**config.mk**
```make
export PLATFORM = sky130hd
export DESIGN_NAME = mem_responder_flat
export DESIGN_NICKNAME = d
export VERILOG_FILES = /design/src/rtl/mem_responder_if.sv /design/src/rtl/mem_responder.sv /design/src/flat_wrapper.sv
export SDC_FILE = /design/constraint.sdc
export NUM_CORES = 1
export LEC_CHECK = 0
export CAP_MARGIN = 20
export CORE_ASPECT_RATIO = 1.1
export CORE_MARGIN = 2
export CORE_UTILIZATION = 40
export CTS_CLUSTER_DIAMETER = 100
export CTS_CLUSTER_SIZE = 14
export DETAILED_ROUTE_END_ITERATION = 6
export PLACE_DENSITY = 0.81
export SYNTH_ARGS = -nofsm -noshare
export SYNTH_HDL_FRONTEND = slang
export SYNTH_SLANG_ARGS = --single-unit
export TNS_END_PERCENT = 50
```
**constraint.sdc**
```tcl
create_clock -name Clk -period 2.25 [get_ports Clk]
set_input_delay 0.225 -clock Clk [delete_from_list [all_inputs] [get_ports Clk]]
set_output_delay 0.225 -clock Clk [all_outputs]
set_load 0.02 [all_outputs]
```
**src/rtl/mem_responder_if.sv**
```systemverilog
// CPU-side memory request bundle: level-held read/write request in,
// one-cycle response pulse and registered read data out.
interface mem_responder_if;
  logic        mem_read;
  logic        mem_write;
  logic [15:0] mem_address;
  logic [15:0] mem_wdata;
  logic [1:0]  mem_byte_enable;
  logic [15:0] mem_rdata;
  logic        mem_resp;
  logic        busy;

  modport master (
    output mem_read, mem_write, mem_address, mem_wdata, mem_byte_enable,
    input  mem_rdata, mem_resp, busy
  );

  modport slave (
    input  mem_read, mem_write, mem_address, mem_wdata, mem_byte_enable,
    output mem_rdata, mem_resp, busy
  );
endinterface

```
**src/rtl/mem_responder.sv**
```systemverilog
// Memory-side responder: turns one CPU request into a single access to an
// asynchronous 16-bit SRAM with configurable strobe wait states.
module mem_responder #(
  parameter int unsigned READ_WAIT  = 2,
  parameter int unsigned WRITE_WAIT = 2
) (
  input  logic                  Clk,
  input  logic                  Reset,
  mem_responder_if.slave        bus,
  input  logic [15:0]           sram_dq_i,
  output logic [14:0]           sram_addr,
  output logic [15:0]           sram_dq_o,
  output logic                  sram_dq_oe,
  output logic                  sram_ce_n,
  output logic                  sram_oe_n,
  output logic                  sram_we_n,
  output logic                  sram_lb_n,
  output logic                  sram_ub_n
);

  typedef enum logic [1:0] {IDLE, SETUP, STROBE, RESP} state_t;

  localparam logic [3:0] RD_W = 4'(READ_WAIT);
  localparam logic [3:0] WR_W = 4'(WRITE_WAIT);

  state_t      state_q;
  logic [3:0]  cnt_q;
  logic        wr_q;
  logic [1:0]  be_q;
  logic [14:0] addr_q;
  logic [15:0] dq_o_q;
  logic [15:0] rdata_q;
  logic        dq_oe_q;
  logic        ce_n_q, oe_n_q, we_n_q, lb_n_q, ub_n_q;
  logic        resp_q, busy_q;

  // Word-addressed SRAM: the byte-select address bit carries no information.
  logic unused_addr_bit;
  assign unused_addr_bit = bus.mem_address[0];

  always_ff @(posedge Clk or posedge Reset) begin
    if (Reset) begin
      state_q <= IDLE;
      cnt_q   <= '0;
      wr_q    <= 1'b0;
      be_q    <= '0;
      addr_q  <= '0;
      dq_o_q  <= '0;
      rdata_q <= '0;
      dq_oe_q <= 1'b0;
      ce_n_q  <= 1'b1;
      oe_n_q  <= 1'b1;
      we_n_q  <= 1'b1;
      lb_n_q  <= 1'b1;
      ub_n_q  <= 1'b1;
      resp_q  <= 1'b0;
      busy_q  <= 1'b0;
    end else begin
      case (state_q)
        IDLE: begin
          if (bus.mem_write || bus.mem_read) begin
            state_q <= SETUP;
            wr_q    <= bus.mem_write;
            be_q    <= bus.mem_byte_enable;
            addr_q  <= bus.mem_address[15:1];
            if (bus.mem_write) dq_o_q <= bus.mem_wdata;
            dq_oe_q <= bus.mem_write;
            ce_n_q  <= 1'b0;
            // Reads always fetch the full word; writes gate each lane.
            lb_n_q  <= bus.mem_write ? ~bus.mem_byte_enable[0] : 1'b0;
            ub_n_q  <= bus.mem_write ? ~bus.mem_byte_enable[1] : 1'b0;
            busy_q  <= 1'b1;
          end
        end
        SETUP: begin
          state_q <= STROBE;
          cnt_q   <= wr_q ? WR_W : RD_W;
          oe_n_q  <= wr_q;
          // An all-lanes-off write still runs the sequence but never strobes.
          we_n_q  <= ~(wr_q && (be_q != 2'b00));
        end
        STROBE: begin
          if (cnt_q == 4'd1) begin
            state_q <= RESP;
            oe_n_q  <= 1'b1;
            we_n_q  <= 1'b1;
            resp_q  <= 1'b1;
            if (!wr_q) rdata_q <= sram_dq_i;
          end else begin
            cnt_q <= cnt_q - 4'd1;
          end
        end
        RESP: begin
          state_q <= IDLE;
          resp_q  <= 1'b0;
          busy_q  <= 1'b0;
          ce_n_q  <= 1'b1;
          lb_n_q  <= 1'b1;
          ub_n_q  <= 1'b1;
          dq_oe_q <= 1'b0;
        end
        default: state_q <= IDLE;
      endcase
    end
  end

  assign bus.mem_rdata = rdata_q;
  assign bus.mem_resp  = resp_q;
  assign bus.busy      = busy_q;
  assign sram_addr     = addr_q;
  assign sram_dq_o     = dq_o_q;
  assign sram_dq_oe    = dq_oe_q;
  assign sram_ce_n     = ce_n_q;
  assign sram_oe_n     = oe_n_q;
  assign sram_we_n     = we_n_q;
  assign sram_lb_n     = lb_n_q;
  assign sram_ub_n     = ub_n_q;

endmodule

```
**src/flat_wrapper.sv**
```systemverilog
// flat-port wrapper written by rule: the top's interface ports become plain ports
module mem_responder_flat 
#(
  parameter int unsigned READ_WAIT  = 2,
  parameter int unsigned WRITE_WAIT = 2
)
  (Clk, Reset, sram_dq_i, sram_addr, sram_dq_o, sram_dq_oe, sram_ce_n, sram_oe_n, sram_we_n, sram_lb_n, sram_ub_n, bus_mem_read, bus_mem_write, bus_mem_address, bus_mem_wdata, bus_mem_byte_enable, bus_mem_rdata, bus_mem_resp, bus_busy);
  mem_responder_if bus_i ();
  input  logic Clk;
  input  logic Reset;
  input  logic [15:0] sram_dq_i;
  output logic [14:0] sram_addr;
  output logic [15:0] sram_dq_o;
  output logic sram_dq_oe;
  output logic sram_ce_n;
  output logic sram_oe_n;
  output logic sram_we_n;
  output logic sram_lb_n;
  output logic sram_ub_n;
  input wire logic [$bits(bus_i.mem_read)-1:0] bus_mem_read;
  input wire logic [$bits(bus_i.mem_write)-1:0] bus_mem_write;
  input wire logic [$bits(bus_i.mem_address)-1:0] bus_mem_address;
  input wire logic [$bits(bus_i.mem_wdata)-1:0] bus_mem_wdata;
  input wire logic [$bits(bus_i.mem_byte_enable)-1:0] bus_mem_byte_enable;
  output wire logic [$bits(bus_i.mem_rdata)-1:0] bus_mem_rdata;
  output wire logic [$bits(bus_i.mem_resp)-1:0] bus_mem_resp;
  output wire logic [$bits(bus_i.busy)-1:0] bus_busy;
  assign bus_i.mem_read = bus_mem_read;
  assign bus_i.mem_write = bus_mem_write;
  assign bus_i.mem_address = bus_mem_address;
  assign bus_i.mem_wdata = bus_mem_wdata;
  assign bus_i.mem_byte_enable = bus_mem_byte_enable;
  assign bus_mem_rdata = bus_i.mem_rdata;
  assign bus_mem_resp = bus_i.mem_resp;
  assign bus_busy = bus_i.busy;
  mem_responder #(.READ_WAIT(READ_WAIT), .WRITE_WAIT(WRITE_WAIT)) u_core (.Clk(Clk), .Reset(Reset), .bus(bus_i), .sram_dq_i(sram_dq_i), .sram_addr(sram_addr), .sram_dq_o(sram_dq_o), .sram_dq_oe(sram_dq_oe), .sram_ce_n(sram_ce_n), .sram_oe_n(sram_oe_n), .sram_we_n(sram_we_n), .sram_lb_n(sram_lb_n), .sram_ub_n(sram_ub_n));
endmodule
```
==> run_results.csv <==
group,metric,value,unit
power,power.density,1460,mW/mm2
yosys,avgSynthCellArea,14.3,um2
critical_path,path_cells,"inv_1, ha_1, or3b_1, nor3b_4, buf_12, mux2_2",
floorplan,initial_core_util,41.3,%
place,hpwl,4330,um
place,gp_congestion,0.700,
power,internal_power,3.87,mW
power,ir_drop,0.747,mV
detailed_routing,drt-vias-per-instance,4.90,
yosys,yosysWarnings,0,
clocking,clock_sinks,64,
power,p_switching,2.13,mW
yosys,synthCells,190,
yosys,netlist_area,0.00273,mm2
yosys,synthMuxAreaShare,24.5,%
detailed_routing,vias,1929,
clocking,cts_max_path_buffers,2,
sta,rsz0062_at_grt,"no",
yosys,synthSimpleGateAreaFrac,4.86,%
critical_path,critical-path-top-delay-family,"simple AND/OR/NAND/NOR gates",
sta,fin_skew,0.00882,ns
clocking,clk_pin_slew_worst_paths,0.07,ns
floorplan,die-area,0.00749,mm2
critical_path,r2r_end,"u_core.bus.mem_rdata[6]",
power,p_leak,1.76,nW
yosys,syn_nets,250,
sta,relSlewSlack,65.9,%
critical_path,cp.arrival,2.23,ns
clocking,worst_skew_pair.late_latency,0.34,ns
yosys,synth-compound-area-share,5.83,%
critical_path,worstSetupPathDepth,6,
yosys,ys_types,33,
final_layout,diodes,0,
clocking,cts_resized,0,
critical_path,cp_max_fo,16,
power,finalPower,6.00,mW
critical_path,critPathMaxStageDelay,0.42,ns
clocking,cts_tree,"built",
detailed_routing,first_iter_violations,66,
floorplan,die_w,82.7,um
critical_path,r2r_slack,0.23,ns
yosys,synth-seq-cells,64,
critical_path,cp-start-kind,"register",
critical_path,r2r_start,"u_core.cnt_q[1]",
critical_path,cp-end-kind,"register",
final_layout,drive_gt1_share,27.6,%
yosys,synth_top_family_by_area,"multiplexers",
detailed_routing,drtAntennaViolNets,0,
place,io_buffers,107,
critical_path,crit_type,"reg -> reg",
floorplan,core_area,0.00659,mm2
floorplan,io_pins,109,
sta,slew_violations,0,
floorplan,num_rows,31,
detailed_routing,wire_per_inst,14.8,um
yosys,synth_fa_ha_area_share,2.75,%
final_layout,area.growth.synth_to_final,51.1,%
sta,worst_hold_slack,0.244,ns
power,power_frac_clock,14.5,%
run_status,outcome,"complete, no violations",
sta,setup_viol,0,
grt,grt_pass1_vias,2073,
job,cap_violations,0,
yosys,async_flop_share,100,%
floorplan,fp.dieH,90.6,um
clocking,clockRootBuffer,"clkbuf_8",
sta,worstMarginPinSlew,0.510,ns
clocking,cts_max_level,3,
detailed_routing,finalWirelength,5830,um
critical_path,worst_ep_required_time,2.46,ns
sta,fmax,496,MHz
sta,fin_crit,2.02,ns
power,p_comb_share,50.5,%
critical_path,ff2ff_path_depth,6,
sta,tns,0,ns
detailed_routing,drtPass1Iterations,4,
yosys,synth_seq_area_share,59.0,%
detailed_routing,drc,0,
grt,antenna_found_initial,0,
grt,grt_pass1_wl,9440,um
final_layout,mostFrequentLayoutCell,"clkdlybuf4s50_1",
grt,grt_max_degree,24,
critical_path,crit_slowest_cell,"or3b_1",
yosys,synth_flop_cell,"dfrtp_1",
power,switching_share,35.5,%
final_layout,nets,367,
yosys,synth_xor_area_share,0,%
grt,overflow,0,
clocking,cts_hold_buf,0,
critical_path,critPathBufInv,2,
grt,grt_use_total,16.6,%
yosys,synth-edff-count,0,
final_layout,final_area,0.00412,mm2
final_layout,layout_common_cells,"clkdlybuf4s50_1 (107), dfrtp_1 (59), mux2_2 (45)",
sta,fin_crit_sh,89.6,%
clocking,numCtsBuffers,9,
place,place_area,0.00394,mm2
sta,hold_violations,0,
clocking,post_cts_buffers,0,
worst_hold_path,hold_class,"in -> async",
power,p_seq_share,35.0,%
==> cells by family (layout without fill, tap and decap cells) <==
family | count (synthesis) | after routing
AND/OR/NAND/NOR | 23 | 23
flip-flops | 64 | 64
buffers and inverters | 16 | 138
adder cells (fa/ha/maj) | 6 | 6
AO/OA/AOI/OAI | 25 | 25
multiplexers | 56 | 56
==> registers in the layout, summed over array words and instances, names as in the netlist <==
| signal | cells |
|---|---|
| u_core.bus.mem_rdata | 16 |
| u_core.cnt_q | 4 |
| u_core.sram_dq_oe | 1 |
| u_core.wr_q | 1 |
| u_core.state_q | 2 |
| u_core.bus.mem_resp | 1 |
| u_core.sram_ub_n | 1 |
| u_core.be_q | 2 |
| u_core.sram_dq_o | 16 |
| u_core.bus.busy | 1 |
| u_core.sram_lb_n | 1 |
| u_core.sram_oe_n | 1 |
| u_core.sram_addr | 15 |
| u_core.sram_we_n | 1 |
| u_core.sram_ce_n | 1 |
==> power groups by stage <==
stage | logic, mW | registers [mW] | clock network, mW
4_1_cts | 3.07 | 2.11 | 0.906
3_3_place_gp | 2.99 | 2.08 | 0
6_report | 3.03 | 2.10 | 0.872
5_1_grt | 3.26 | 2.18 | 0.954
2_1_floorplan | 1.15 | 2.66 | 0
3_5_place_dp | 3.06 | 2.12 | 0
==> through the flow <==
step | utilization (%) | std cells | worst slack [ns]
CTS | 62.5 | 394 | 0.234
finish | 62.5 | 394 | 0.233
global route | 62.5 | 394 | 0.154
floorplan | - | 190 | 0.193
global placement | 59.8 | 378 | 0.311
detailed placement | 59.8 | 378 | 0.267
==> cell type report <==
class / instances / area [um2]
clock buffers: 13 / 159
clock inverters: 3 / 17.5
fillers: 546 / 2470
inverters: 7 / 26.3
multi-input cells: 110 / 1040
flip-flops and latches: 64 / 1610
well taps: 82 / 103
repair buffers: 115 / 1170
==> metal layers <==
layer	up-vias	routed length (um)	global-route usage, %
li1	907	-	-
met1	949	2340	18.4
met2	65	2980	27.5
met3	8	423	7.10
met4	0	80	6.83
met5	-	0	0
==> synth_stat cells, types with 2 or more instances <==
library cell	n	area share, %
a22o_1	4	1.3
mux2_2	45	19
nand3b_1	2	0.55
clkbuf_1	6	0.83
nor2_1	5	0.69
dfrtp_1	59	54
nor3_1	3	0.55
nand3_1	2	0.37
nand2_1	5	0.69
inv_1	7	0.96
ha_1	6	2.8
mux2_4	10	5.5
a21oi_1	7	1.3
dfstp_2	5	4.8
o21ai_0	6	1.1
==> worst max-delay path by stage <==
stage	start	endpoint	slack, ns
detailed placement	u_core.cnt_q[1]	u_core.bus.mem_rdata[6]	0.27
global route	u_core.cnt_q[1]	u_core.bus.mem_rdata[10]	0.15
global placement	u_core.cnt_q[1]	u_core.state_q[1]	0.31
finish	u_core.cnt_q[1]	u_core.bus.mem_rdata[6]	0.23
floorplan	u_core.cnt_q[1]	u_core.bus.mem_rdata[0]	0.19
CTS	u_core.cnt_q[1]	u_core.bus.mem_rdata[6]	0.23
Power figures use the tool's default switching activity.
==> RTL edit 1 (same settings) <==
The 4 states of `state_t` get a one-hot encoding in 4 bits.
--- a/src/rtl/mem_responder.sv
+++ b/src/rtl/mem_responder.sv
@@ -20,3 +20,3 @@
 
-  typedef enum logic [1:0] {IDLE, SETUP, STROBE, RESP} state_t;
+  typedef enum logic [3:0] {IDLE = 4'b0001, SETUP = 4'b0010, STROBE = 4'b0100, RESP = 4'b1000} state_t;
 
Formal check against the unedited RTL: no difference found for any inputs over 10 cycles, from zero or initial values and one cycle with Reset high; not proved beyond that.
==> RTL edit 1 against the unedited design <==
Sequential power fell by 6%; final area fell by 1.3%; via count fell by 4.9%; die area fell by 3.5%; setup slack got worse by 0.033 ns; hold slack improved by 0.034 ns; global-route usage fell by 0.98 points; sequential cell count rose by 2; synthesized area fell by 3.7%; wire length fell by 6.6%; total power fell by 7.8%.
==> RTL edit 1: results (changes against the unedited design) <==
Syn_nets: 231 (-7.6%)
Global Route Usage Sum: 0.157 (-0.00979)
Number of global-route vias before repair: 1864 (-10%)
Drt first-iter violations: 72 (+9.1%)
Mapped Avg Cell Area: 15.0 um^2 (+4.5%)
Slowest stage delay, CP: 0.53 ns (+0.11 ns)
Fillers: 489 (-10%)
Largest net degree at the start of global routing: 67 (+180%)
Inst Count DP: 361 (-4.5%)
Initial antenna violation count: 0 (unchanged)
R2r setup slk: 0.20 ns (-0.03 ns)
Nets: 348 (-5.2%)
Non-Filler Instances: 377 (-4.3%)
Max H-tree Level: 3 (unchanged)
Synth top area cells: dfrtp_1 57%, mux2_2 21%, dfstp_2 6.0%
Outcome: finished clean
Pre-Repair DR Iteration Count: 2 (-2)
Crit path capture: u_core.bus.mem_rdata[15]$_DFFE_PP0P_
Post-Synth Adder-Cell Area: 0.00953 (-0.0180)
Worst skew pair latency: 0.34 ns (about the same)
Routability cong.: 0.742 (+6.0%)
Clk_skew: 0.00810 ns (-0.000723 ns)
Cts bufs inserted: 9 (unchanged)
Setup TNS: 0 ns (unchanged)
Vias per cell: 4.86 (-0.64%)
Crit. Startpoint: u_core.cnt_q[1]$_DFFE_PP0P_
Netlist cell types: 34 (+3.0%)
Sequential area share after synthesis: 0.632 (+0.0423)
Cell leakage power: 1.74 nW (-1.2%)
Slew @ Worst Pin: 0.750 ns (+0.239 ns)
First-pass GRT wire length: 8440 um (-11%)
Share of cells above drive strength 1: 0.283 (+0.00719)
Clock transition at path regs: 0.07 ns (about the same)
Ys async rst share: 1.00 (unchanged)
Synth top cells by count: 60 x dfrtp_1, 49 x mux2_2, 8 x o21ai_0
Max clock buf depth: 2 (unchanged)
Max VDD drop: 0.802 mV (+7.4%)
Hold WC Path Type: in2async
Slowest-stage cell, CP: or3b_2
CP Max Fanout: 16 (unchanged)
Post-detail-place hpwl: 3860 um (-11%)
Register-to-Register Path Depth: 6 (unchanged)
Mux share of post-synthesis cell area: 0.218 (-0.0268)
Detailed Route WL: 5440 um (-6.6%)
Synth Area in Compound Gates: 0.0491 (-0.00919)
Critical path arrival: 2.26 ns (+0.03 ns)
Root Driver: clkbuf_8
Placed Area: 3810 um^2 (-3.3%)
Antenna diodes: 0 (unchanged)
==> RTL edit 1: layout make-up <==
type	instances	area share
flip-flops and latches	66	0.408
repair buffers	114	0.282
multi-input cells	95	0.217
clock buffers	12	0.0382
well taps	80	0.0246
clock inverters	4	0.0240
inverters	6	0.00554
==> RTL edit 1: stage by stage <==
stage / power, mW / setup slack (ns) / hold WS, ns / util
detailed placement: 4.34 / 0.224 / 0.475 / 0.608
CTS: 5.60 / 0.196 / 0.290 / 0.649
global route: 5.83 / 0.109 / 0.324 / 0.649
finish: 5.54 / 0.200 / 0.278 / 0.649
global placement: 4.28 / 0.254 / 0.465 / 0.608
floorplan: 3.25 / 0.144 / 0.315 / -
==> RTL edit 1: cells by family after synthesis <==
family	Yosys count
AND/OR/NAND/NOR	22
AO/OA/AOI/OAI	20
buffers and inverters	14
adder cells (fa/ha/maj)	2
flip-flops	66
multiplexers	51
==> RTL edit 1: power breakdown <==
group / switching, mW / leakage, nW / internal (mW)
registers: 0.270 / 0.809 / 1.70
logic: 1.05 / 0.810 / 1.28
clock network: 0.446 / 0.123 / 0.798
==> RTL edit 1: worst min-delay path, stage by stage <==
cell and delay [ns]:
clkdlybuf4s50_1 0.41, inv_2 0.07, buf_12 0.31
==> RTL edit 1: layer usage <==
metal,global-route usage,part of all wire
met3,0.0747,0.090
met4,0.0601,0.014
met1,0.191,0.43
met2,0.242,0.47
met5,0,0
==> RTL edit 2 (same settings) <==
Without the edit above. Put one more register stage on the output `sram_dq_o`. The value now appears one clock later. The other outputs are not delayed to match.
--- a/src/rtl/mem_responder.sv
+++ b/src/rtl/mem_responder.sv
@@ -110,3 +110,5 @@
   assign sram_addr     = addr_q;
-  assign sram_dq_o     = dq_o_q;
+  always_ff @(posedge Clk) begin
+    sram_dq_o <= dq_o_q;
+  end
   assign sram_dq_oe    = dq_oe_q;
Behaviour: not the same (a bounded check fails within 4 cycles, from zero or initial values and one cycle with Reset high).
==> RTL edit 2 against the unedited design <==
Utilization down 2.9 points; clock skew up 0.0013 ns; sequential power up 21%; total power up 9.8%; sequential cell count up 16; critical path depth down 1; wire length down 3.1%; cell count up 2.8%; final area up 6.2%; setup slack better by 0.00069 ns; sequential share of layout area up 5.0 points; synthesized area up 9.9%.
==> RTL edit 2: results (changes against the unedited design) <==
Outcome: finished clean
Grt met3 use: 0.0603 (-0.0107)
Inst Count DP: 389 (+2.9%)
First-pass GRT wire length: 9260 um (-1.9%)
# clk buffers: 10 (-3)
Non-clock buffer count: 110 (-4.3%)
Power per cell area: 1510 nW/um^2 (+3.4%)
Global Route Usage Sum: 0.148 (-0.0186)
Clock-cell share of area: 0.0449 (+0.00206)
Largest net degree at the start of global routing: 43 (+79%)
Wire length on met2: 2720 um (-8.9%)
Synth top area cells: dfrtp_1 49%, mux2_2 20%, dfxtp_1 11%
Max VDD drop: 0.905 mV (+21%)
Met2 global-route usage: 0.232 (-0.0428)
DR vias: 1942 (+0.67%)
DR WL met3: 457 um (+8.0%)
Met1 Use GR: 0.176 (-0.00794)
Fraction of area in multi-input gates: 0.229 (-0.0231)
Combinational cell power: 3.02 mW (about the same)
Routability cong.: 0.742 (+6.0%)
Wire length per cell: 13.9 um (-5.7%)
Register area: 1930 um^2 (+20%)
Sequential area share after synthesis: 0.644 (+0.0540)
Synth top cells by count: 59 x dfrtp_1, 52 x mux2_2, 16 x dfxtp_1
Synth Area in Compound Gates: 0.0434 (-0.0148)
Mux share of post-synthesis cell area: 0.216 (-0.0287)
[RTL edit 2: path summary, 6_finish.rpt]
| check | startpoint | end | slack (ns) | depth (start not counted) |
|---|---|---|---|---|
| setup / recovery | u_core.state_q[0]$_DFFE_PP0P_ | u_core.bus.mem_rdata[14]$_DFFE_PP0P_ | 0.23 | 5 |
| hold / removal | Reset | u_core.dq_o_q[7]$_DFFE_PP0P_ | 0.22 | 2 |
| setup reg to reg | u_core.state_q[0]$_DFFE_PP0P_ | u_core.bus.mem_rdata[14]$_DFFE_PP0P_ | 0.23 | 5 |
| hold reg to reg | u_core.dq_o_q[13]$_DFFE_PP0P_ | u_core.sram_dq_o[13]$_DFF_P_ | 0.36 | 0 |
| max in group asynchronous | Reset | u_core.sram_we_n$_DFFE_PP1P_ | 1.37 | 3 |
| min in group Clk | u_core.dq_o_q[13]$_DFFE_PP0P_ | u_core.sram_dq_o[13]$_DFF_P_ | 0.36 | 0 |
